## src/rtl/pipeline_stall_controller_pkg.sv

```systemverilog
// Shared types and helpers for the pipeline stall/flush sequencer.
package pipeline_stall_controller_pkg;

   // FSM state encoding, also exported on the debug state port.
   typedef enum logic {
      ST_RUN      = 1'b0,
      ST_MEM_WAIT = 1'b1
   } state_e;

   // Width of the memory-wait cycle counter; MAX_MEM_WAIT must fit in it.
   localparam int WAIT_W = 8;

   // Increment a wait count, holding at the given ceiling.
   function automatic logic [WAIT_W-1:0] wait_inc(input logic [WAIT_W-1:0] cnt,
                                                  input logic [WAIT_W-1:0] ceil);
      return (cnt >= ceil) ? ceil : cnt + 1'b1;
   endfunction

endpackage

```

## src/rtl/pipeline_stall_controller_sat_counter.sv

```systemverilog
// Saturating up-counter with synchronous clear (clear wins over increment).
module pipeline_stall_controller_sat_counter #(
   parameter int W = 16
) (
   input  logic         clk_i,
   input  logic         rst_ni,
   input  logic         clr_i,
   input  logic         inc_i,
   output logic [W-1:0] q_o
);

   logic [W-1:0] cnt_q;
   logic [W-1:0] cnt_d;

   // Next count: clear, else increment unless already all-ones.
   always_comb begin
      cnt_d = cnt_q;
      if (clr_i) begin
         cnt_d = '0;
      end else if (inc_i && (cnt_q != {W{1'b1}})) begin
         cnt_d = cnt_q + 1'b1;
      end
   end

   // Count register.
   always_ff @(posedge clk_i or negedge rst_ni) begin
      if (!rst_ni) begin
         cnt_q <= '0;
      end else begin
         cnt_q <= cnt_d;
      end
   end

   assign q_o = cnt_q;

endmodule

```

## src/rtl/pipeline_stall_controller.sv

```systemverilog
// Central stall/flush sequencer: turns hazard, branch and data-memory handshake
// into per-stage freeze/bubble/flush/mem_stall controls and tracks memory waits.
//
//   state       | meaning
//   ------------+-------------------------------------------------------------
//   ST_RUN      | normal flow; branch/hazard handled, a blocked access enters wait
//   ST_MEM_WAIT | data memory access outstanding; pipeline held until release
module pipeline_stall_controller
   import pipeline_stall_controller_pkg::*;
#(
   parameter int CNT_W        = 16,
   parameter int MAX_MEM_WAIT = 63
) (
   input  logic             clk_i,
   input  logic             rst_ni,
   input  logic             hazard_i,
   input  logic             branch_taken_i,
   input  logic             mem_req_i,
   input  logic             mem_ready_i,
   input  logic             perf_clr_i,
   output logic             freeze_o,
   output logic             bubble_o,
   output logic             flush_o,
   output logic             mem_stall_o,
   output logic             mem_timeout_o,
   output logic [CNT_W-1:0] stall_cycles_o,
   output logic [CNT_W-1:0] flush_count_o,
   output logic             state_o
);

   localparam logic [WAIT_W-1:0] MAX_WAIT = WAIT_W'(MAX_MEM_WAIT);

   state_e            state_q, state_d;
   logic [WAIT_W-1:0] wait_cnt_q, wait_cnt_d;
   logic              mem_timeout_q, mem_timeout_d;
   logic              mem_block;

   // An access that cannot complete this cycle blocks the pipe in either state;
   // once it clears, the same cycle falls through to the branch/hazard rules.
   assign mem_block = mem_req_i & ~mem_ready_i;

   // Mealy stage controls, forced quiet while reset is asserted.
   always_comb begin
      freeze_o    = 1'b0;
      bubble_o    = 1'b0;
      flush_o     = 1'b0;
      mem_stall_o = 1'b0;
      if (rst_ni) begin
         if (mem_block) begin
            mem_stall_o = 1'b1;
            freeze_o    = 1'b1;
         end else if (branch_taken_i) begin
            flush_o = 1'b1;
         end else if (hazard_i) begin
            freeze_o = 1'b1;
            bubble_o = 1'b1;
         end
      end
   end

   // Next state, wait length and sticky timeout.
   always_comb begin
      state_d       = ST_RUN;
      wait_cnt_d    = '0;
      mem_timeout_d = mem_timeout_q;
      if (mem_block) begin
         state_d    = ST_MEM_WAIT;
         wait_cnt_d = (state_q == ST_RUN) ? WAIT_W'(1) : wait_inc(wait_cnt_q, MAX_WAIT);
         if (wait_cnt_d == MAX_WAIT) begin
            mem_timeout_d = 1'b1;
         end
      end
   end

   // FSM and wait-tracking registers.
   always_ff @(posedge clk_i or negedge rst_ni) begin
      if (!rst_ni) begin
         state_q       <= ST_RUN;
         wait_cnt_q    <= '0;
         mem_timeout_q <= 1'b0;
      end else begin
         state_q       <= state_d;
         wait_cnt_q    <= wait_cnt_d;
         mem_timeout_q <= mem_timeout_d;
      end
   end

   assign mem_timeout_o = mem_timeout_q;
   assign state_o       = state_q;

   pipeline_stall_controller_sat_counter #(.W(CNT_W)) u_stall_cnt (
      .clk_i  (clk_i),
      .rst_ni (rst_ni),
      .clr_i  (perf_clr_i),
      .inc_i  (freeze_o),
      .q_o    (stall_cycles_o)
   );

   pipeline_stall_controller_sat_counter #(.W(CNT_W)) u_flush_cnt (
      .clk_i  (clk_i),
      .rst_ni (rst_ni),
      .clr_i  (perf_clr_i),
      .inc_i  (flush_o),
      .q_o    (flush_count_o)
   );

endmodule
```

## config.mk

```make
export PLATFORM = sky130hd
export DESIGN_NAME = pipeline_stall_controller
export DESIGN_NICKNAME = d
export VERILOG_FILES = /design/src/rtl/pipeline_stall_controller_pkg.sv /design/src/rtl/pipeline_stall_controller_sat_counter.sv /design/src/rtl/pipeline_stall_controller.sv
export SDC_FILE = /design/constraint.sdc
export NUM_CORES = 1
export LEC_CHECK = 0
export CORE_MARGIN = 2
export CORE_UTILIZATION = 55
export CTS_CLUSTER_DIAMETER = 50
export DETAILED_ROUTE_END_ITERATION = 10
export MAX_ROUTING_LAYER = met4
export PLACE_DENSITY = 0.89
export SETUP_SLACK_MARGIN = 0.15
export SKIP_LAST_GASP = 1
export SLEW_MARGIN = 10
export SYNTH_ARGS = -nofsm -noshare
export SYNTH_HDL_FRONTEND = slang
export SYNTH_SLANG_ARGS = --single-unit
```

## constraint.sdc

```tcl
create_clock -name clk_i -period 4.85 [get_ports clk_i]
set_input_delay 0.97 -clock clk_i [delete_from_list [all_inputs] [get_ports clk_i]]
set_output_delay 0.97 -clock clk_i [all_outputs]
set_load 0.01 [all_outputs]
```

* Word level (Yosys, flattened, before mapping) *
Index checks and enable logic that the tools add are counted.

storage, ports and cells
  logic and storage cells = 37
  input port bits = 7
  bits in registers = 42

operators by class
  reductions and logical operators = 5
  bitwise logic cells = 2
  multiplexer cells = 18
  add/subtract/negate cells = 3
  eq/ne operators = 3
  order comparisons = 1

operators with widths
  operator               number
  $mux 16                4
  $add 16x1->16 const B  2
  $ne 16x16->1 const B   2
  $mux 8                 3
  $mux 1                 11
  $add 8x1->8 const B    1
  $eq 8x6->1 const B     1
  $ge 8x6->1 const B     1
  $reduce_bool 2->1      2
  $logic_and 1x1->1      2
  $reduce_and 2->1       1
  $and 1x1->1            1
  $not 1->1              1

* Depth between registers and ports, before layout *
  depth after elaboration = 7
  gate-level depth with buffers = 6
  mapped depth without buffers = 6

* Cells and area by module *
Synthesis repeated with hierarchy kept, for this count alone.

second synthesis, totals
  cells, all modules = 245
  area, all modules = 2403.6 µm²

modules (own cells, without submodules)
  module                                 area an instance (µm²)  cells each  times used
  pipeline_stall_controller_sat_counter  942.2                   98          2
  pipeline_stall_controller              519.2                   49          1

* Worst setup path after synthesis *
OpenSTA, ideal clock, no wires.

  path type = in2out
  start point = input mem_ready_i
  end point = output freeze_o
  arrival time = 1.724 ns
  required time = 3.880 ns
  cell stages on the path = 4
  path slack = 2.156 ns
  cells stage by stage = nand2b_1 -> inv_1 -> o21ai_1 -> inv_1

between the ends
  longest elaborated chain between the ends = 4

ends and longest elaborated chain
  element             line                             source
  start: declaration  pipeline_stall_controller.sv:19  input logic mem_ready_i,
  $not 1->1           pipeline_stall_controller.sv:40  assign mem_block = mem_req_i & ~mem_ready_i;
  $and 1x1->1         pipeline_stall_controller.sv:40
  via mem_block       pipeline_stall_controller.sv:36  logic mem_block;
  $mux 1              pipeline_stall_controller.sv:49  if (mem_block) begin
  $mux 1              pipeline_stall_controller.sv:48  if (rst_ni) begin
  end: declaration    pipeline_stall_controller.sv:21  output logic freeze_o,

The timed path passes the listed nets, and every way through them passes these cells.

* Final worst setup path *
Same ends and word-level chain as after synthesis.

==> flow_summary.toml <==
[setup_path]
slowest_stage = "clkdlybuf4s50_1"
regToRegStartpoint = "u_flush_cnt.q_o[0]"
cpLargestDelayFamily = "buffers and inverters"
reg2regPathDepth = 6
critical_path_buf_inv_count = 4
criticalPathCategory = "in2out"
critPathMaxFanout = 8
crit_start = "mem_ready_i"
endpoint_kind = "output port"
arrival_ps = 2860
reg2reg_slack_ps = 2700
cp.required_ps = 3880
worst_r2r_endpoint = "u_flush_cnt.q_o[2]"
slowest_delay_ps = 500
crit_path_start_kind = "input pin"
crit_path_cell_trace = "clkdlybuf4s50_1 > nand2b_1 > inv_1 > o21ai_1 > inv_1 > clkdlybuf4s50_1"

[grt]
grtUsageTotal_pct = 25.20
antenna_found_initial = 0
grt_pass1_vias = 1819
gr-total-overflow = 0
grt_max_degree = 35
grt_first_pass_wirelength_um = 8480

[logic_synthesis]
synthCells = 235
synth-edff-count = 0
async_reset_ff_share_pct = 100.0
syn_area_sq_mm = 0.002243
ys_ff_latch = 42
ys.flop_type = "dfrtp_1"
yosysSeqAreaShare_pct = 46.85
yosysWarnings = 0
synth_top_area_cell = "dfrtp_1"
syn_avg_cell_area_sq_um = 9.546
yosys.area.top_type_share_pct = 46.85
yosys-top-cells-area = "dfrtp_1 (47%), xnor2_1 (9.8%), nor2_1 (5.7%), nand3_1 (3.3%), nor4_1 (3.1%)"
ys_types = 44

[detailed_routing]
vias = 1942
wl_per_cell_um = 15.43
first_pass_iters = 4
drt_first_iter_violations = 83
ant_nets = 0
routed_wl_um = 5154
routed_via_density = 5.814
drc_errors = 0

[sta]
fin_crit_ps = 3833
relSlewSlack_pct = 52.63
finalMaxSlewViolations = 0
fin_tns_setup_ps = 0
fmax_mhz = 260.9
hold_viol_final = 0
skew_ps = 3.908
finalSetupViolations = 0
rsz0062_at_grt = "false"
period_share_pct = 79.04
worst_pin_slew_ps = 704.7

[placed_design]
hpwl_um = 3620
globalplace.congestion = 0.9019
portBuffers = 44

[clocking]
clockBufferDepth = 2
postCtsHoldBufs = 0
cts.htree.levels = 2
insertion_delay_ps = 290
path_clk_slew_ps = 70
cts-resized-gates = 0
cts_setup_buffers = 0
cts_buffers = 5
cts-root-buf = "clkbuf_8"
cts_tree = "yes"
clock-sinks = 42

[hold_path]
min_from = "mem_timeout_o"
hold_path_end = "mem_timeout_o"
hold_depth = 1
min_path_type = "reg2reg"

[power_and_ir_drop]
clkPwrFrac_pct = 40.2
p_per_area_mw_per_mm2 = 240.9
sequentialPowerShare_pct = 52.6
switchingPower_mw = 0.1465
cellLeakagePower_nw = 1.145
vdd_ir_drop_max_uv = 260.4
comb_power_share_pct = 7.2
switching_share_pct = 21.32
intPower_mw = 0.5408
p_total_mw = 0.6873

[cells_and_area]
drive_above_1_share_pct = 5.986
layout_common_cells = "clkdlybuf4s50_1 (43), dfrtp_1 (42), nor2_1 (34), xnor2_1 (25), nand2_1 (16)"
num-nets-final = 294
final_common_cell = "clkdlybuf4s50_1"
n_antenna_cell = 0
area_delta_synth_final_pct = 27.16

[die]
initial_utilization_pct = 56.49
core_sq_mm = 0.003971
die_w_um = 67.87
ioPinCount = 45
fp.dieH_um = 67.87
rows = 23
die-area_sq_mm = 0.004606

[job]
cap_violations = 0

[status]
status = "completed"
-- metal layers --
metal | GRT usage (%) | part of all wire [%]
met3 | 4.276 | 4.8
met1 | 33.05 | 43
met2 | 40.07 | 50
met5 | - | 0
met4 | 8.500 | 1.4
-- worst register-to-register path, cell delays in order (launching register included) --
cell	delay, ps
dfrtp_1	450
ha_1	230
nand4_1	250
nor4_2	710
nor3b_1	150
xnor2_1	180
nor2_1	50
-- Yosys cell counts, types with 2 or more instances --
library cell,instances
nor4_1,11
nor3_1,6
mux2i_1,2
nand2b_1,2
nand2_1,16
inv_1,9
nand4_1,5
a21oi_1,11
clkbuf_1,3
nor2_1,34
a311oi_1,2
dfrtp_1,42
ha_1,3
or3_1,2
and3_1,6
xnor2_1,25
and4_1,3
or2_2,2
nand3b_1,4
nor4b_1,2
o21ai_0,2
nand3_1,15
xor2_1,4
a211oi_1,4
-- registers in the layout, summed over array words and instances (netlist names) --
register and cells:
u_flush_cnt.q_o 16, mem_timeout_o 1, wait_cnt_q 8, u_stall_cnt.q_o 16
state_o 1
-- metrics by stage --
step | util [%] | cells | hold slack, ps | cell area (sq um) | setup slack [ps]
after floorplan | - | 236 | 487.6 | 2247 | 2156
after global placement | 69.00 | 327 | 499.9 | 2740 | 1086
after detailed placement | 69.00 | 327 | 504.5 | 2740 | 1022
after CTS | 71.83 | 334 | 520.4 | 2853 | 1030
after global routing | 71.83 | 334 | 551.1 | 2853 | 894.0
final | 71.83 | 334 | 512.9 | 2853 | 1017
-- cells by family after synthesis --
| kind of cell | count (synthesis) | share of synthesized area [%] |
|---|---|---|
| AO/OA/AOI/OAI | 30 | 9.203 |
| XOR/XNOR | 29 | 11.32 |
| adder cells (fa/ha/maj) | 3 | 1.673 |
| buffers and inverters | 14 | 2.398 |
| flip-flops | 42 | 46.85 |
| multiplexers | 2 | 0.8924 |
| other | 1 | 0.1672 |
| AND/OR/NAND/NOR | 114 | 27.50 |
-- worst max-delay path by stage --
| stage | to | slack, ps | depth (start not counted) |
|---|---|---|---|
| 2_1_floorplan | freeze_o | 2160 | 4 |
| 6_report | freeze_o | 1020 | 6 |
| 5_1_grt | freeze_o | 890 | 6 |
| 3_5_place_dp | freeze_o | 1020 | 6 |
| 4_1_cts | freeze_o | 1030 | 6 |
| 3_3_place_gp | freeze_o | 1090 | 6 |
-- area by class of cell --
type | instances | area [sq um]
flip-flops and latches | 42 | 1051
repair buffers | 46 | 450.4
fillers | 300 | 1119
multi-input cells | 180 | 1142
clock buffers | 6 | 82.58
inverters | 9 | 33.78
well taps | 50 | 62.56
clock inverters | 1 | 30.03
-- power groups by stage --
stage                     combinational, mW  sequential [mW]  clock (mW)
after global placement               0.0482            0.368           0
after global routing                 0.0553            0.362       0.294
after CTS                            0.0499            0.361       0.280
after detailed placement             0.0496            0.368           0
final                                0.0493            0.361       0.277
after floorplan                      0.0210            0.369           0
(Power assumes the default switching activity.)
